File: src/rtl/addsub_pipe_ctrl.sv
// Two-stage add/subtract pipeline with valid/ready handshakes on both sides.
// S1 registers operands and feeds a ripple adder; S2 registers result and flags.

module addsub_full_adder (
    input  logic a,
    input  logic b,
    input  logic c_in,
    output logic sum,
    output logic c_out
);
    always_comb begin
        sum   = a ^ b ^ c_in;
        c_out = (a & b) | (c_in & (a ^ b));
    end
endmodule

module addsub_ripple_array #(
    parameter int unsigned WIDTH = 32
) (
    input  logic [WIDTH-1:0] a,
    input  logic [WIDTH-1:0] b,
    input  logic             c_in,
    output logic [WIDTH-1:0] sum,
    output logic             c_out
);
    logic [WIDTH:0] carry;

    assign carry[0] = c_in;

    for (genvar i = 0; i < WIDTH; i++) begin : g_bit
        addsub_full_adder u_fa (
            .a     (a[i]),
            .b     (b[i]),
            .c_in  (carry[i]),
            .sum   (sum[i]),
            .c_out (carry[i+1])
        );
    end

    assign c_out = carry[WIDTH];
endmodule

module addsub_pipe_ctrl #(
    parameter int unsigned ADDER_WIDTH = 32,
    parameter int unsigned CNT_WIDTH   = 16
) (
    input  logic                   clk,
    input  logic                   rst,
    input  logic                   in_valid,
    output logic                   in_ready,
    input  logic [ADDER_WIDTH-1:0] in_a,
    input  logic [ADDER_WIDTH-1:0] in_b,
    input  logic                   in_sub,
    output logic                   out_valid,
    input  logic                   out_ready,
    output logic [ADDER_WIDTH-1:0] out_result,
    output logic                   out_carry,
    output logic                   out_overflow,
    output logic                   out_zero,
    output logic [CNT_WIDTH-1:0]   op_count
);
    logic                   s1_valid;
    logic [ADDER_WIDTH-1:0] s1_a;
    logic [ADDER_WIDTH-1:0] s1_b;
    logic                   s1_sub;

    logic                   s2_free;
    logic                   accept;
    logic                   advance;
    logic                   take;

    logic [ADDER_WIDTH-1:0] b_eff;
    logic [ADDER_WIDTH-1:0] sum;
    logic                   carry;
    logic                   overflow;

    assign s2_free  = !out_valid || out_ready;
    assign in_ready = !s1_valid || s2_free;
    assign accept   = in_valid && in_ready;
    assign advance  = s1_valid && s2_free;
    assign take     = out_valid && out_ready;

    // Subtraction is A + ~B + 1, so the carry-out reads as "no borrow".
    assign b_eff = s1_b ^ {ADDER_WIDTH{s1_sub}};

    addsub_ripple_array #(
        .WIDTH (ADDER_WIDTH)
    ) u_adder (
        .a     (s1_a),
        .b     (b_eff),
        .c_in  (s1_sub),
        .sum   (sum),
        .c_out (carry)
    );

    assign overflow = (s1_a[ADDER_WIDTH-1] == b_eff[ADDER_WIDTH-1])
                   && (sum[ADDER_WIDTH-1] != s1_a[ADDER_WIDTH-1]);

    // Accept has priority: in_ready guarantees a full S1 is also advancing.
    always_ff @(posedge clk or posedge rst) begin
        if (rst) begin
            s1_valid <= 1'b0;
            s1_a     <= '0;
            s1_b     <= '0;
            s1_sub   <= 1'b0;
        end else if (accept) begin
            s1_valid <= 1'b1;
            s1_a     <= in_a;
            s1_b     <= in_b;
            s1_sub   <= in_sub;
        end else if (advance) begin
            s1_valid <= 1'b0;
        end
    end

    always_ff @(posedge clk or posedge rst) begin
        if (rst) begin
            out_valid    <= 1'b0;
            out_result   <= '0;
            out_carry    <= 1'b0;
            out_overflow <= 1'b0;
            out_zero     <= 1'b0;
        end else if (advance) begin
            out_valid    <= 1'b1;
            out_result   <= sum;
            out_carry    <= carry;
            out_overflow <= overflow;
            out_zero     <= (sum == '0);
        end else if (take) begin
            out_valid    <= 1'b0;
        end
    end

    always_ff @(posedge clk or posedge rst) begin
        if (rst) begin
            op_count <= '0;
        end else if (take && (op_count != '1)) begin
            op_count <= op_count + CNT_WIDTH'(1);
        end
    end
endmodule

File: config.mk
export PLATFORM = sky130hd
export DESIGN_NAME = addsub_pipe_ctrl
export DESIGN_NICKNAME = d
export VERILOG_FILES = /design/src/rtl/addsub_pipe_ctrl.sv
export SDC_FILE = /design/constraint.sdc
export NUM_CORES = 1
export LEC_CHECK = 0
export CORE_ASPECT_RATIO = 2
export CORE_UTILIZATION = 55
export CTS_CLUSTER_SIZE = 20
export DETAILED_ROUTE_END_ITERATION = 6
export DONT_BUFFER_PORTS = 1
export HOLD_SLACK_MARGIN = 0.1
export MAX_ROUTING_LAYER = met4
export PLACE_DENSITY_LB_ADDON = 0.2
export SYNTH_ARGS = -nofsm -noshare
export SYNTH_HDL_FRONTEND = slang
export SYNTH_HIERARCHICAL = 1
export SYNTH_SLANG_ARGS = --single-unit
export TNS_END_PERCENT = 1
File: constraint.sdc
create_clock -name clk -period 39.4 [get_ports clk]
set_input_delay 7.88 -clock clk [delete_from_list [all_inputs] [get_ports clk]]
set_output_delay 7.88 -clock clk [all_outputs]
set_load 0.02 [all_outputs]
==> results.md <==
* Setup violators final at 0
* Status: finished clean
* Initial DRT Pass Iterations at 4
* Final #Nets at 482
* Routed wl met2 at 6120 µm
* Die area at 10600 µm²
* Relative slew slack at 0.398
* Placed insts at 493
* Top Metal Used: met4
* Final antenna diode count at 0
* CTS Hold Bufs at 0
* Drt total wl at approximately 10000 µm
* GRT overflow at 0
* Num CTS Buffers at 17
* Die H at around 140 µm
* Mapped Nets at 474
* Fin Hold WS at 0.523 ns
* Core box area at about 9800 µm²
* Met1 Wirelength at around 3600 µm
* Row cnt at 51
* Pin count of the biggest net entering global routing at 68
* DRT iter0 DRCs at 103
* CP Buf/Inv Count at 0
* Overall power at 0.456 mW
* Synthesized area at 5570 µm²
* Fmax at 0.0622 GHz
* Critical path's top delay family: simple AND/OR/NAND/NOR gates
* Layout Cells excl Fill at 521
* Most common cell after layout, fill and taps aside: dfrtp_1
* CP required at 31.52 ns
* Dpl ws at ~23 ns
* Initial antenna violation count at 0
* Critical path class: in2out
* Vias per inst at 5.56
* DRT antenna net count at 0
* Global-route wire length before repair at 16300 µm
* Fin area at 6230 µm²
* CP arrival at 8.19 ns
* Synth-to-Final Area Change at 12.0%
* Clock-pin slew on the worst setup and hold paths at 0.05 ns
* Cell Area, Placed at 5700 µm²
* Worst-Margin Slew at 0.900 ns
* Post-cts resize count at 0
* Pwr Density at 73.2 nW/µm²
* Post-route DRC at 0
* Max Cap Viol at 0
* Fillers at 733
* CTS tree: yes
* Post-CTS Repair Setup Buffers at 0
* Final Hold Viols at 0
* IO Pins at 122
* Die width at 73.1 µm
* Met3 WL at 566 µm
* CTS Root Cell: clkbuf_16
* Setup TNS at 0 ns
* Commonest non-fill, non-tap cells in the layout: 117 x dfrtp_1, 98 x mux2_2, 41 x xor2_1
* Synth cell types at 32
* Vias in the first global route at 3231
* RePlAce Congestion at around 0.75
* Period utilisation layout at 0.408
* YS warnings at 6
* CP peak stage delay at roughly 0.31 ns
* Final design utilization at 0.638
* Post-synthesis register bit count at ~120
* Hold Path Class: reg2reg
* Critical path depth at 1
* Crit-path cells: nand3b_1
* Slew Limit Fails at 0
* DR WL/cell at 20.1 µm
* Shortest period the worst path allows at 16.07 ns
* Initial Utilization at 0.570
* Clock skew at 0.00750 ns
* Worst R2R Path Depth at 36
* Final setup margin at 23.33 ns
* Crit start category: primary input
* Leak at 2.66 nW
* Crit path max fanout at 4
* Share of cells above drive strength 1 at 0.350
* RSZ-0062 raised after global routing: no
* Critical Path End Type: output port
* Peak supply drop at 41.3 µV
* Worst hold path stage count at 1
* Clk_lat worst skew at 0.40 ns
* Detailed-route via count at just under 3000
* # port buffers at 0
* Max H-tree Level at 4
* CTS sink count at 118
* Worst path slowest cell: nand3b_1
* Post-Syn Instances at ~370
* Seq/Total Area, Yosys at 0.530
* GRT Total Usage at 0.224
* Syn_area_per_cell at about 15 µm²
* Clock Path Buffers at 2
* Dpl hpwl at 7580 µm
-- state kept, by name (all words and copies together) (netlist names) --
register / cells
s1_sub: 1
s1_b: 32
out_result: 32
s1_valid: 1
out_carry: 1
out_zero: 1
s1_a: 32
out_valid: 1
op_count: 16
out_overflow: 1
-- per-layer routing --
layer,vias up,global-route usage
met3,8,0.0683
li1,1303,-
met2,80,0.393
met4,0,0.0918
met1,1505,0.224
met5,-,-
-- worst register-to-register path, delay by kind of cell, from the launching register on --
family | cells | cell delay [ns]
buffers and inverters | 1 | 0.30
DFF | 1 | 0.40
and+or+nand+nor | 2 | 0.41
adders and majority gates | 32 | 13.05
AOI/OAI and AO/OA | 1 | 0.25
-- power breakdown --
group | internal (mW) | switching [mW] | total, mW | leakage [nW]
Clock | 0.0913 | 0.0479 | 0.139 | 0.270
Sequential | 0.153 | 0.0540 | 0.207 | 1.40
Combinational | 0.0587 | 0.0511 | 0.110 | 0.986
-- kinds of logic (layout without fill, tap and decap cells) --
kind of cell,Yosys count,count (layout),synth area share
flops,118,118,0.530
mux,99,99,0.201
simple gates,55,55,0.0596
xor+xnor,45,45,0.0708
fa+ha+maj,33,33,0.117
buf+inv,15,32,0.0130
compound gates,7,7,0.00809
-- cell type report --
class                      instances  area (µm²)  share of cell area
sequential                       118        2950               0.474
multi-input combinational        239        2550               0.409
clock buffer                      23         488              0.0783
tap                              132         165              0.0265
clock inverter                     5        50.0             0.00803
timing repair buffer               3        22.5             0.00361
inverter                           1        6.26             0.00100
-- synth_stat cells --
cell type,instances,area (µm²)
clkbuf_1,1,3.75
o21ai_0,2,10.0
inv_1,1,3.75
or2_2,1,6.26
ha_1,1,12.5
o21a_1,1,7.51
nor2_2,1,6.26
nor4_4,1,21.3
and2_1,1,6.26
buf_2,13,65.1
nand3b_1,2,15.0
a22oi_1,1,7.51
nand4_1,6,37.5
nor3_1,6,30.0
nor2b_1,1,6.26
nor2_1,4,15.0
nand2b_1,3,18.8
nor3b_1,2,15.0
xnor2_1,4,35.0
nand2_1,9,33.8
xor2_1,41,359
dfrtp_1,118,2950
mux2_2,98,1100
o31ai_1,1,7.51
and3_1,1,6.26
fa_1,32,641
mux2_4,1,15.0
and4_1,3,26.3
nor4_1,8,50.1
nand3_1,5,25.0
a31oi_1,2,12.5
nand4_2,1,12.5
-- path summary, 6_finish.rpt --
kind | slack (ns) | to | start
worst max-delay path | 23.33 | in_ready | out_ready
worst min-delay path | 0.52 | s1_b[4] | s1_b[4]
worst max register to register | 24.87 | out_zero | s1_sub
worst min register to register | 0.52 | s1_b[4] | s1_b[4]
max in group asynchronous | 30.64 | s1_sub | rst
min in group asynchronous | 7.44 | s1_b[16] | rst
Note: power is estimated with default switching activity, not from simulation.
==> RTL change: new RTL, same flow settings <==
Change the parameter `CNT_WIDTH` from 16 to 20.
--- a/src/rtl/addsub_pipe_ctrl.sv
+++ b/src/rtl/addsub_pipe_ctrl.sv
@@ -44,3 +44,3 @@
     parameter int unsigned ADDER_WIDTH = 32,
-    parameter int unsigned CNT_WIDTH   = 16
+    parameter int unsigned CNT_WIDTH   = 20
 ) (
Ports: changed (resized op_count); port bits go from 122 to 126. The function was not compared with the original's and may differ.
==> RTL change against the unedited design <==
- worst setup slack worse by 15 ps
- routed wire length up 6.6%
- final cell count rose by 5.4%
- cell area grew 4.9%
- total power rose by 8.5%
- sequential cell count rose by 4
- synthesized area grew 3.2%
- utilization is 0.59 points higher
- critical path type unchanged
- critical endpoint unchanged
- largest cell class unchanged
- largest power group unchanged
==> RTL change: results (changes against the unedited design) <==
Num CTS Buffers 17 (unchanged); max_slew headroom 0.354 (was 0.398); Clock Latency Late Sink 410 ps; met1 usage 0.218 (was 0.224); Total GRT Usage 0.232 (was 0.224); max incr delay on CP 320 ps; top cells by count, synth dfrtp_1, mux2_2, xor2_1, fa_1, nand2_1 (was dfrtp_1, mux2_2, xor2_1, fa_1, buf_2); clock buffer depth 2 (unchanged); Detail Route met3 WL 714 um (was 566 um); DR pass1 iterations 6 (was 4); Yosys cell types 33 (was 32); layout cells sized above 1 0.343 (was 0.350); first-pass GRT wire length 17.6 mm (was 16.3 mm); CP Data Arrival Time 8200 ps (was 8190 ps); clock slew at reported path FFs 50 ps (about the same); Setup Skew 8.72 ps (was 7.50 ps); largest net degree at the start of global routing 68 (unchanged); synth top area cells dfrtp_1, mux2_2, fa_1 (unchanged); # resized after CTS 0 (unchanged); antenna diode count 0 (unchanged); most common cell in the synthesized netlist dfrtp_1 (unchanged); Mapped Nets 495 (was 474); internal power 332 uW (was 303 uW); CTS H-tree lvls 4 (unchanged); met2 wire len 6.55 mm (was 6.12 mm); Worst Path Max Fanout 5 (was 4); met1 WL 3.66 mm (was 3.61 mm); Top Registers out_result (32), s1_a (32), s1_b (32) (unchanged); status completed (unchanged); placed cell area 0.00589 sq mm (was 0.00570 sq mm); VDD IR max 0.0000435 V (was 0.0000413 V); sequential area share after synthesis 0.531 (was 0.530); Initial DRC Count 73 (was 103); Final HPWL DP 8.05 mm (was 7.58 mm); vias in the first global route 3,605 (was 3,231); postcts setup bufs 0 (unchanged); initial antenna violation count 0 (unchanged); GR Util met2 0.419 (was 0.393); ys async rst share 1.00 (unchanged); Leakage 0.00275 uW (was 0.00266 uW); Avg WL per Cell 20.3 um (was 20.1 um); gpl congestion 0.753 (was 0.754); Root Driver clkbuf_16 (unchanged); GR Util met3 0.0669 (was 0.0683); IO buf count 0 (unchanged); Critical Path Slowest Stage Cell nand3b_1 (unchanged); vias 3,109 (was 2,896)
==> RTL change: cell families after synthesis <==
| logic type | count (synthesis) | synth area share |
|---|---|---|
| XOR/XNOR | 48 | 0.0732 |
| AND/OR/NAND/NOR | 65 | 0.0605 |
| multiplexers | 99 | 0.195 |
| adder cells (fa/ha/maj) | 33 | 0.114 |
| AO/OA/AOI/OAI | 9 | 0.0146 |
| buffers and inverters | 17 | 0.0122 |
| flip-flops | 122 | 0.531 |
==> RTL change: path summary, 6_finish.rpt <==
path	startpoint	endpoint	slack, ps	cells after the start
hold reg to reg	s1_valid$_DFFE_PP0P_	out_valid$_DFFE_PP0P_	520	1
min in group asynchronous	rst	out_result[24]$_DFFE_PP0P_	7450	1
max in group asynchronous	rst	s1_sub$_DFFE_PP0P_	30590	2
hold / removal	s1_valid$_DFFE_PP0P_	out_valid$_DFFE_PP0P_	520	1
setup / recovery	out_ready	in_ready	23320	1
setup reg to reg	s1_sub$_DFFE_PP0P_	out_zero$_DFFE_PP0P_	25060	36
==> RTL change: power groups by stage <==
| stage | registers (uW) | clock network, uW | logic (uW) |
|---|---|---|---|
| floorplan | 204 | 0 | 88.4 |
| global placement | 214 | 0 | 111 |
| detailed placement | 214 | 0 | 115 |
| CTS | 213 | 173 | 117 |
| global route | 217 | 179 | 128 |
| finish | 212 | 170 | 113 |
==> RTL change: stage by stage <==
stage | setup slack (ps) | std cells
floorplan | 23360 | 393
global placement | 23330 | 517
detailed placement | 23320 | 517
CTS | 23320 | 549
global route | 23290 | 549
finish | 23320 | 549
==> RTL change: area by class of cell <==
cell class | instances | area (sq um)
tap | 135 | 169
timing repair buffer | 3 | 22.5
multi-input combinational | 254 | 2630
inverter | 3 | 13.8
clock inverter | 12 | 195
clock buffer | 20 | 457
sequential | 122 | 3050
fill | 812 | 3610
